### src/rtl/pipe_chain_pkg.sv
`default_nettype none
// +--------------------------------------------------------------------------+
// | pipe_chain_pkg : shared constants and control types for pipe_chain       |
// | Revision 1.0                                                             |
// +--------------------------------------------------------------------------+
package pipe_chain_pkg;

  localparam int PIPE_STAGES_DEFAULT = 5;
  localparam int PIPE_WIDTH_DEFAULT  = 64;

  // Per-stage control pair for controllers that assemble stall_req/flush_req.
  typedef struct packed {
    logic stall;
    logic flush;
  } pipe_ctl_t;

endpackage
`default_nettype wire

### src/rtl/pipe_chain_stage.sv
`default_nettype none
// +--------------------------------------------------------------------------+
// | pipe_chain_stage : one valid/payload slot of the elastic pipeline        |
// | Revision 1.0                                                             |
// +--------------------------------------------------------------------------+
module pipe_chain_stage
  import pipe_chain_pkg::*;
#(
  parameter int WIDTH = PIPE_WIDTH_DEFAULT
) (
  input  logic             clk,
  input  logic             rst,
  input  logic             in_valid,
  input  logic [WIDTH-1:0] in_data,
  input  logic             accept,
  input  logic             kill,
  output logic             valid_o,
  output logic [WIDTH-1:0] data_o
);

  logic             valid_q;
  logic             valid_d;
  logic [WIDTH-1:0] data_q;
  logic [WIDTH-1:0] data_d;

  // Kill beats accept; payload only moves when a real item arrives.
  always_comb begin
    valid_d = valid_q;
    data_d  = data_q;
    if (kill) begin
      valid_d = 1'b0;
    end else if (accept) begin
      valid_d = in_valid;
      if (in_valid) begin
        data_d = in_data;
      end
    end
  end

  always_ff @(posedge clk or posedge rst) begin
    if (rst) begin
      valid_q <= 1'b0;
      data_q  <= '0;
    end else begin
      valid_q <= valid_d;
      data_q  <= data_d;
    end
  end

  assign valid_o = valid_q;
  assign data_o  = data_q;

endmodule
`default_nettype wire

### src/rtl/pipe_chain.sv
`default_nettype none
// +--------------------------------------------------------------------------+
// | pipe_chain : parametrised elastic N-stage pipeline with stall/flush      |
// | Revision 1.0                                                             |
// +--------------------------------------------------------------------------+
module pipe_chain
  import pipe_chain_pkg::*;
#(
  parameter int STAGES = PIPE_STAGES_DEFAULT,
  parameter int WIDTH  = PIPE_WIDTH_DEFAULT,
  parameter int CNT_W  = 32
) (
  input  logic                    clk,
  input  logic                    rst,
  input  logic                    in_valid,
  output logic                    in_ready,
  input  logic [WIDTH-1:0]        in_data,
  output logic [STAGES-1:0]       stage_valid_o,
  output logic [STAGES*WIDTH-1:0] stage_data_o,
  input  logic [STAGES*WIDTH-1:0] stage_next_i,
  input  logic [STAGES-1:0]       stall_req,
  input  logic [STAGES-1:0]       flush_req,
  output logic                    out_valid,
  input  logic                    out_ready,
  output logic [WIDTH-1:0]        out_data,
  output logic [CNT_W-1:0]        retire_cnt,
  output logic [CNT_W-1:0]        bubble_cnt
);

  localparam int               LAST    = STAGES - 1;
  localparam logic [CNT_W-1:0] CNT_ONE = {{(CNT_W-1){1'b0}}, 1'b1};

  logic [STAGES-1:0] valid_q;
  logic [STAGES-1:0] move;
  logic [STAGES-1:0] inc_valid;
  logic [STAGES:0]   kill_ext;
  logic [STAGES:0]   acc_ext;
  logic [CNT_W-1:0]  retire_cnt_q;
  logic [CNT_W-1:0]  retire_cnt_d;
  logic [CNT_W-1:0]  bubble_cnt_q;
  logic [CNT_W-1:0]  bubble_cnt_d;

  // Extra top bit of each chain stands for the consumer side of the last stage.
  always_comb begin
    kill_ext         = '0;
    acc_ext          = '0;
    move             = '0;
    acc_ext[STAGES]  = out_ready;
    for (int i = LAST; i >= 0; i--) begin
      kill_ext[i] = kill_ext[i+1] | flush_req[i];
      move[i]     = valid_q[i] & ~stall_req[i] & ~kill_ext[i] & acc_ext[i+1];
      acc_ext[i]  = ~kill_ext[i] & (~valid_q[i] | move[i]);
    end
  end

  for (genvar i = 0; i < STAGES; i++) begin : g_stage
    logic [WIDTH-1:0] inc_data;

    if (i == 0) begin : g_head
      assign inc_valid[i] = in_valid & acc_ext[0];
      assign inc_data     = in_data;
    end else begin : g_body
      assign inc_valid[i] = move[i-1];
      assign inc_data     = stage_next_i[(i-1)*WIDTH +: WIDTH];
    end

    pipe_chain_stage #(
      .WIDTH (WIDTH)
    ) u_stage (
      .clk      (clk),
      .rst      (rst),
      .in_valid (inc_valid[i]),
      .in_data  (inc_data),
      .accept   (acc_ext[i]),
      .kill     (kill_ext[i]),
      .valid_o  (valid_q[i]),
      .data_o   (stage_data_o[i*WIDTH +: WIDTH])
    );
  end

  assign stage_valid_o = valid_q;
  assign in_ready      = acc_ext[0];
  assign out_valid     = valid_q[LAST] & ~stall_req[LAST] & ~kill_ext[LAST];
  assign out_data      = stage_next_i[LAST*WIDTH +: WIDTH];

  always_comb begin
    retire_cnt_d = retire_cnt_q;
    bubble_cnt_d = bubble_cnt_q;
    if (out_valid && out_ready) begin
      retire_cnt_d = retire_cnt_q + CNT_ONE;
    end
    if (out_ready && !out_valid) begin
      bubble_cnt_d = bubble_cnt_q + CNT_ONE;
    end
  end

  always_ff @(posedge clk or posedge rst) begin
    if (rst) begin
      retire_cnt_q <= '0;
      bubble_cnt_q <= '0;
    end else begin
      retire_cnt_q <= retire_cnt_d;
      bubble_cnt_q <= bubble_cnt_d;
    end
  end

  assign retire_cnt = retire_cnt_q;
  assign bubble_cnt = bubble_cnt_q;

endmodule
`default_nettype wire

### config.mk
export PLATFORM = sky130hd
export DESIGN_NAME = pipe_chain
export DESIGN_NICKNAME = d
export VERILOG_FILES = /design/src/rtl/pipe_chain_pkg.sv /design/src/rtl/pipe_chain_stage.sv /design/src/rtl/pipe_chain.sv
export SDC_FILE = /design/constraint.sdc
export NUM_CORES = 1
export LEC_CHECK = 0
export ABC_CLOCK_PERIOD_IN_PS = 13280
export CORE_AREA = 4 4 332 334
export DETAILED_ROUTE_END_ITERATION = 12
export DIE_AREA = 0 0 336 338
export PLACE_DENSITY = 0.45
export SLEW_MARGIN = 15
export SYNTH_ARGS = -nofsm -noshare
export SYNTH_HDL_FRONTEND = slang
export SYNTH_SLANG_ARGS = --single-unit
### constraint.sdc
create_clock -name clk -period 13.28 [get_ports clk]
set_input_delay 1.992 -clock clk [delete_from_list [all_inputs] [get_ports clk]]
set_output_delay 1.992 -clock clk [all_outputs]
set_load 0.05 [all_outputs]
# Word-level counts from Yosys, hierarchy flattened
# Cells that the tools add are included.
dict set report op_classes {
  add_sub_neg 2
  n_reduce_logical 13
  n_bitwise 45
  muxes 10
}
# op count
set ops {}
lappend ops {{32-bit by 1-bit adder with 32-bit output, second input constant} 2}
lappend ops {{1-bit AND} 21}
lappend ops {{1-bit NOT} 15}
lappend ops {{3-bit AND reduction} 5}
lappend ops {{1-bit 2-to-1 mux} 10}
lappend ops {{2-bit nonzero test} 5}
lappend ops {{1-bit bitwise OR} 9}
lappend ops {{1-bit logical AND} 2}
lappend ops {{1-bit logical NOT} 1}
dict set report totals {
  reg_bits 389
  elab_cells 82
}

# Depth between registers and ports, before layout
dict set report logic_depth {
  ltp_word 21
  mapped_depth 8
  mapped_depth_nobuf 6
}

# Modules after synthesis
# From an unflattened synthesis, not the netlist that was laid out.
dict set report hier_totals {
  cells_unflattened 1037
  area_unflattened_um2 17161.5
}
# module n_inst cells_each area_each_um2
set by_module_without_submodules {}
lappend by_module_without_submodules {pipe_chain_stage 5 140 2728.9}
lappend by_module_without_submodules {pipe_chain 1 337 3517.1}

# Worst setup path before layout
# OpenSTA, ideal clock, no wires.
dict set report synth_timing {
  kind {input-to-output}
  start {input flush_req[4]}
  end {output in_ready}
  path_stages 6
  setup_slack_ns 7.646
  t_required_ns 11.288
  arrival_time_ns 3.642
  cell_sequence {buf_6 -> nor4_4 -> nand2_1 -> nor4_2 -> nor2_1 -> nor2b_1}
}
dict set report synth_between {
  elab_chain_cells 17
  elab_cells_between_ends 29
}
# element line_no
set synth_rtl {}
lappend synth_rtl {{start, declared} pipe_chain.sv:22} ;# input logic [STAGES-1:0] flush_req,
lappend synth_rtl {{1-bit NOT} {pipe_chain.sv:51, pipe_chain.sv:52}}
lappend synth_rtl {{1-bit AND (2 in series)} pipe_chain.sv:51} ;# move[i] = valid_q[i] & ~stall_req[i] & ~kill_ext[i] & acc_ext[i+1];
lappend synth_rtl {{1-bit bitwise OR} pipe_chain.sv:52} ;# acc_ext[i] = ~kill_ext[i] & (~valid_q[i] | move[i]);
lappend synth_rtl {{1-bit AND} pipe_chain.sv:52}
lappend synth_rtl {{1-bit AND} pipe_chain.sv:51}
lappend synth_rtl {{1-bit bitwise OR} pipe_chain.sv:52}
lappend synth_rtl {{1-bit AND} pipe_chain.sv:52}
lappend synth_rtl {{1-bit AND} pipe_chain.sv:51}
lappend synth_rtl {{1-bit bitwise OR} pipe_chain.sv:52}
lappend synth_rtl {{1-bit AND} pipe_chain.sv:52}
lappend synth_rtl {{1-bit AND} pipe_chain.sv:51}
lappend synth_rtl {{1-bit bitwise OR} pipe_chain.sv:52}
lappend synth_rtl {{1-bit AND} pipe_chain.sv:52}
lappend synth_rtl {{1-bit AND} pipe_chain.sv:51}
lappend synth_rtl {{1-bit bitwise OR} pipe_chain.sv:52}
lappend synth_rtl {{1-bit AND *} pipe_chain.sv:52}
lappend synth_rtl {{end, declared} pipe_chain.sv:16} ;# output logic in_ready,
# Mark *: on every way between the ends. The rest lies on a longest branch, timed or not.

# Final worst setup path
dict set report layout_timing {
  start {input out_ready}
  end {output in_ready}
}
dict set report layout_between {
  elab_chain_cells 15
}
# element line_no
set layout_rtl {}
lappend layout_rtl {{start, declared} pipe_chain.sv:24} ;# input logic out_ready,
lappend layout_rtl {{1-bit AND} pipe_chain.sv:51}
lappend layout_rtl {{1-bit bitwise OR} pipe_chain.sv:52}
lappend layout_rtl {{1-bit AND} pipe_chain.sv:52}
lappend layout_rtl {{1-bit AND} pipe_chain.sv:51}
lappend layout_rtl {{1-bit bitwise OR} pipe_chain.sv:52}
lappend layout_rtl {{1-bit AND} pipe_chain.sv:52}
lappend layout_rtl {{1-bit AND} pipe_chain.sv:51}
lappend layout_rtl {{1-bit bitwise OR} pipe_chain.sv:52}
lappend layout_rtl {{1-bit AND} pipe_chain.sv:52}
lappend layout_rtl {{1-bit AND} pipe_chain.sv:51}
lappend layout_rtl {{1-bit bitwise OR} pipe_chain.sv:52}
lappend layout_rtl {{1-bit AND} pipe_chain.sv:52}
lappend layout_rtl {{1-bit AND} pipe_chain.sv:51}
lappend layout_rtl {{1-bit bitwise OR} pipe_chain.sv:52}
lappend layout_rtl {{1-bit AND} pipe_chain.sv:52}
# No other way between the ends.

==> results.py <==
metrics = {
    "cts": {
        "clkSlewWorstSetupHoldPaths_ps": 50,
        "cts_hold_buf": 0,
        "cts_root_buffer": "clkbuf_16",
        "post-cts-setup-buffers": 0,
        "cts_tree": "yes",
        "insertion_delay_ps": 590,
        "cts_sinks": 389,
        "h-tree-depth": 2,
        "max-clock-path-buffers": 3,
        "cts_resized": 0,
        "cts_made_buffers": 51,
    },
    "power": {
        "leakage_nw": 11.5,
        "power.total_mw": 3.19,
        "max-vdd-ir-drop_mv": 0.0846,
        "p_per_area_nw_per_um2": 123,
    },
    "worst_setup_path": {
        "end_kind": "primary output",
        "arrival_ps": 4710,
        "cpPeakStageDelay_ps": 900,
        "slowest_stage": "clkdlybuf4s50_1",
        "crit_path_start_kind": "primary input",
        "worst_ep_required_time_ps": 11290,
        "worstPathCellList": "clkdlybuf4s50_1, a21oi_1, nor4_2, nor2_1, nor2b_1, clkdlybuf4s50_1",
        "crit_path_frequent_cell": "clkdlybuf4s50_1",
        "critical_path_class": "in2out",
        "crit_fanout": 9,
    },
    "die": {
        "fp-row-count": 120,
        "core_region_area_sq_um": 107000,
        "die_h_microns": 338,
        "pin_count": 853,
        "die_area_sq_um": 114000,
        "start_util": 0.147,
        "die_w_microns": 336,
    },
    "placement": {
        "placed_cell_area_sq_um": 24200,
        "dp_hpwl_mm": 46.0,
        "dp.cells": 3065,
        "gp_congestion": 0.772,
        "io_buffers": 724,
    },
    "synth": {
        "synth.avg_cell_area_sq_um": 15.3,
        "yosysTopAreaCell": "dfrtp_1",
        "synthTopCellsByArea": "dfrtp_1, mux2_2, mux2_4, buf_4, xnor2_1",
        "synthDominantCellAreaShare": 0.617,
        "synth_cell_types": 41,
        "async_reset_ff_frac": 1.00,
        "yosys_warnings": 0,
        "syn_inst": 1033,
        "synth_seq_cells": 389,
        "synth_nets": 1433,
        "netlist_area_sq_um": 15800,
        "synth_edf_count": 0,
        "ys_seq_area_frac": 0.617,
        "synthFlopType": "dfrtp_1",
    },
    "routing": {
        "drt_iter0_markers": 279,
        "wl_per_cell_microns": 18.9,
        "drtPass1Iterations": 4,
        "routed_wl_mm": 59.7,
        "ant_nets": 0,
        "vias_per_cell": 3.50,
        "dr_total_vias": 11100,
        "drc": 0,
    },
    "grt": {
        "grt_antenna_before_repair": 2,
        "grt_max_degree": 125,
        "grt_pass1_vias": 12400,
        "grt_use_total": 0.0999,
        "grt_overflow_total": 0,
        "grt_pass1_wl_mm": 85.1,
    },
    "sta": {
        "worst_pin_slew_ps": 1080,
        "period_minus_slack_ps": 6700,
        "finClkSkew_ps": 20.8,
        "hold_violations": 0,
        "finalSetupViolCount": 0,
        "rsz0062_at_grt": "false",
        "fin_crit_sh": 0.504,
        "maxSlewViolCount": 0,
        "max_freq_mhz": 149,
        "slew_headroom": 0.278,
        "fin_setup_tns_ps": 0,
    },
    "layout": {
        "fin_util": 0.242,
        "stdcell_area_sq_um": 25900,
        "fillers": 11200,
        "layoutNonFillerInstCount": 3158,
        "drive_gt1_frac": 0.245,
        "register_area_sq_um": 9730,
        "layout.nets": 2115,
        "syn_to_final_growth_pct": 64.1,
        "multiInputGateArea_sq_um": 5300,
    },
    "worst_hold_path": {
        "worstHoldPathType": "reg2reg",
    },
    "outcome": {
        "status": "finished clean",
    },
    "job": {
        "cap_violations": 0,
    },
}
where the power goes:
part	internal [mW]	switching (mW)	total (mW)
clock network	0.854	0.547	1.40
registers	1.24	0.0424	1.28
logic	0.229	0.278	0.507
synthesized netlist by cell type (2+ instances only):
library cell  number
o21ai_0            3
and4_1             8
mux2_4            60
ha_1               2
buf_2             16
dfrtp_1          389
buf_6              7
or3_1              3
and3_1             4
inv_1              7
xnor2_1           46
mux2_2           262
nor2_1            24
nor3_1             5
nand2_1           27
a21oi_1            3
xor2_1            16
nand3_1           24
buf_4             72
nor4_2             2
nor4_4             2
and2_1             4
clkbuf_1           9
nand4_1           21
kinds of logic after synthesis:
logic type                 share of synthesized area
DFF                                            0.617
muxes                                          0.244
and+or+nand+nor                               0.0481
buffers and inverters                         0.0484
xor gates and xnor gates                      0.0344
AOI/OAI and AO/OA                            0.00571
adders and majority gates                    0.00159
layout by cell type, fill, tap and decap left out, drive strengths merged, types with 5 or more instances in the layout:
master	netlist	layout
nor2	24	24
and4	8	8
xnor2	46	46
dfrtp	389	389
nand2	27	27
xor2	16	16
clkinv	0	8
clkbuf	9	76
nor3	6	6
inv	7	9
mux2	322	322
clkdlybuf4s50	0	724
buf	96	10
nor4	5	5
nand3	24	24
nand4	21	21
metrics by stage:
step | hold slack [ps] | setup WS, ps
floorplan | 520 | 475
global placement | 466 | 6570
detailed placement | 472 | 6600
CTS | 479 | 6590
global route | 506 | 6500
finish | 476 | 6580
critical path: cells and delay by family:
kind,cells,cell delay [ps]
buffers and inverters,2,1710
AND/OR/NAND/NOR,3,770
AO/OA/AOI/OAI,1,230
registers in the layout (all words and copies together), names as in the netlist:
name,flops
retire_cnt,32
bubble_cnt,32
g_stage.u_stage.data_o,320
g_stage.u_stage.valid_o,5
path summary, 6_finish.rpt:
path | from | end | slack [ps] | depth (start not counted)
min in group asynchronous | rst | g_stage[1].u_stage.data_o[59] | 1910 | 2
worst min-delay path | bubble_cnt[31] | bubble_cnt[31] | 480 | 1
worst max register to register | g_stage[4].u_stage.valid_o | g_stage[0].u_stage.data_o[60] | 10190 | 6
max in group asynchronous | rst | g_stage[0].u_stage.data_o[36] | 9160 | 4
worst max-delay path | out_ready | in_ready | 6580 | 6
worst min register to register | bubble_cnt[31] | bubble_cnt[31] | 480 | 1
metal layers:
metal	wire length, microns	global-route usage
met5	13	0
met4	1790	0.0330
met3	7230	0.0555
met2	28600	0.166
met1	22100	0.109
final cells by class:
cell class                      instances  share of cell area
Clock inverter                         14             0.00624
Sequential cell                       389               0.376
Tap cell                             1403              0.0679
Inverter                                7             0.00131
Antenna cell                            3            0.000290
Multi-Input combinational cell        532               0.205
Clock buffer                           76              0.0595
Timing Repair Buffer                  734               0.284
No activity file was read; power rests on OpenSTA's default activity.
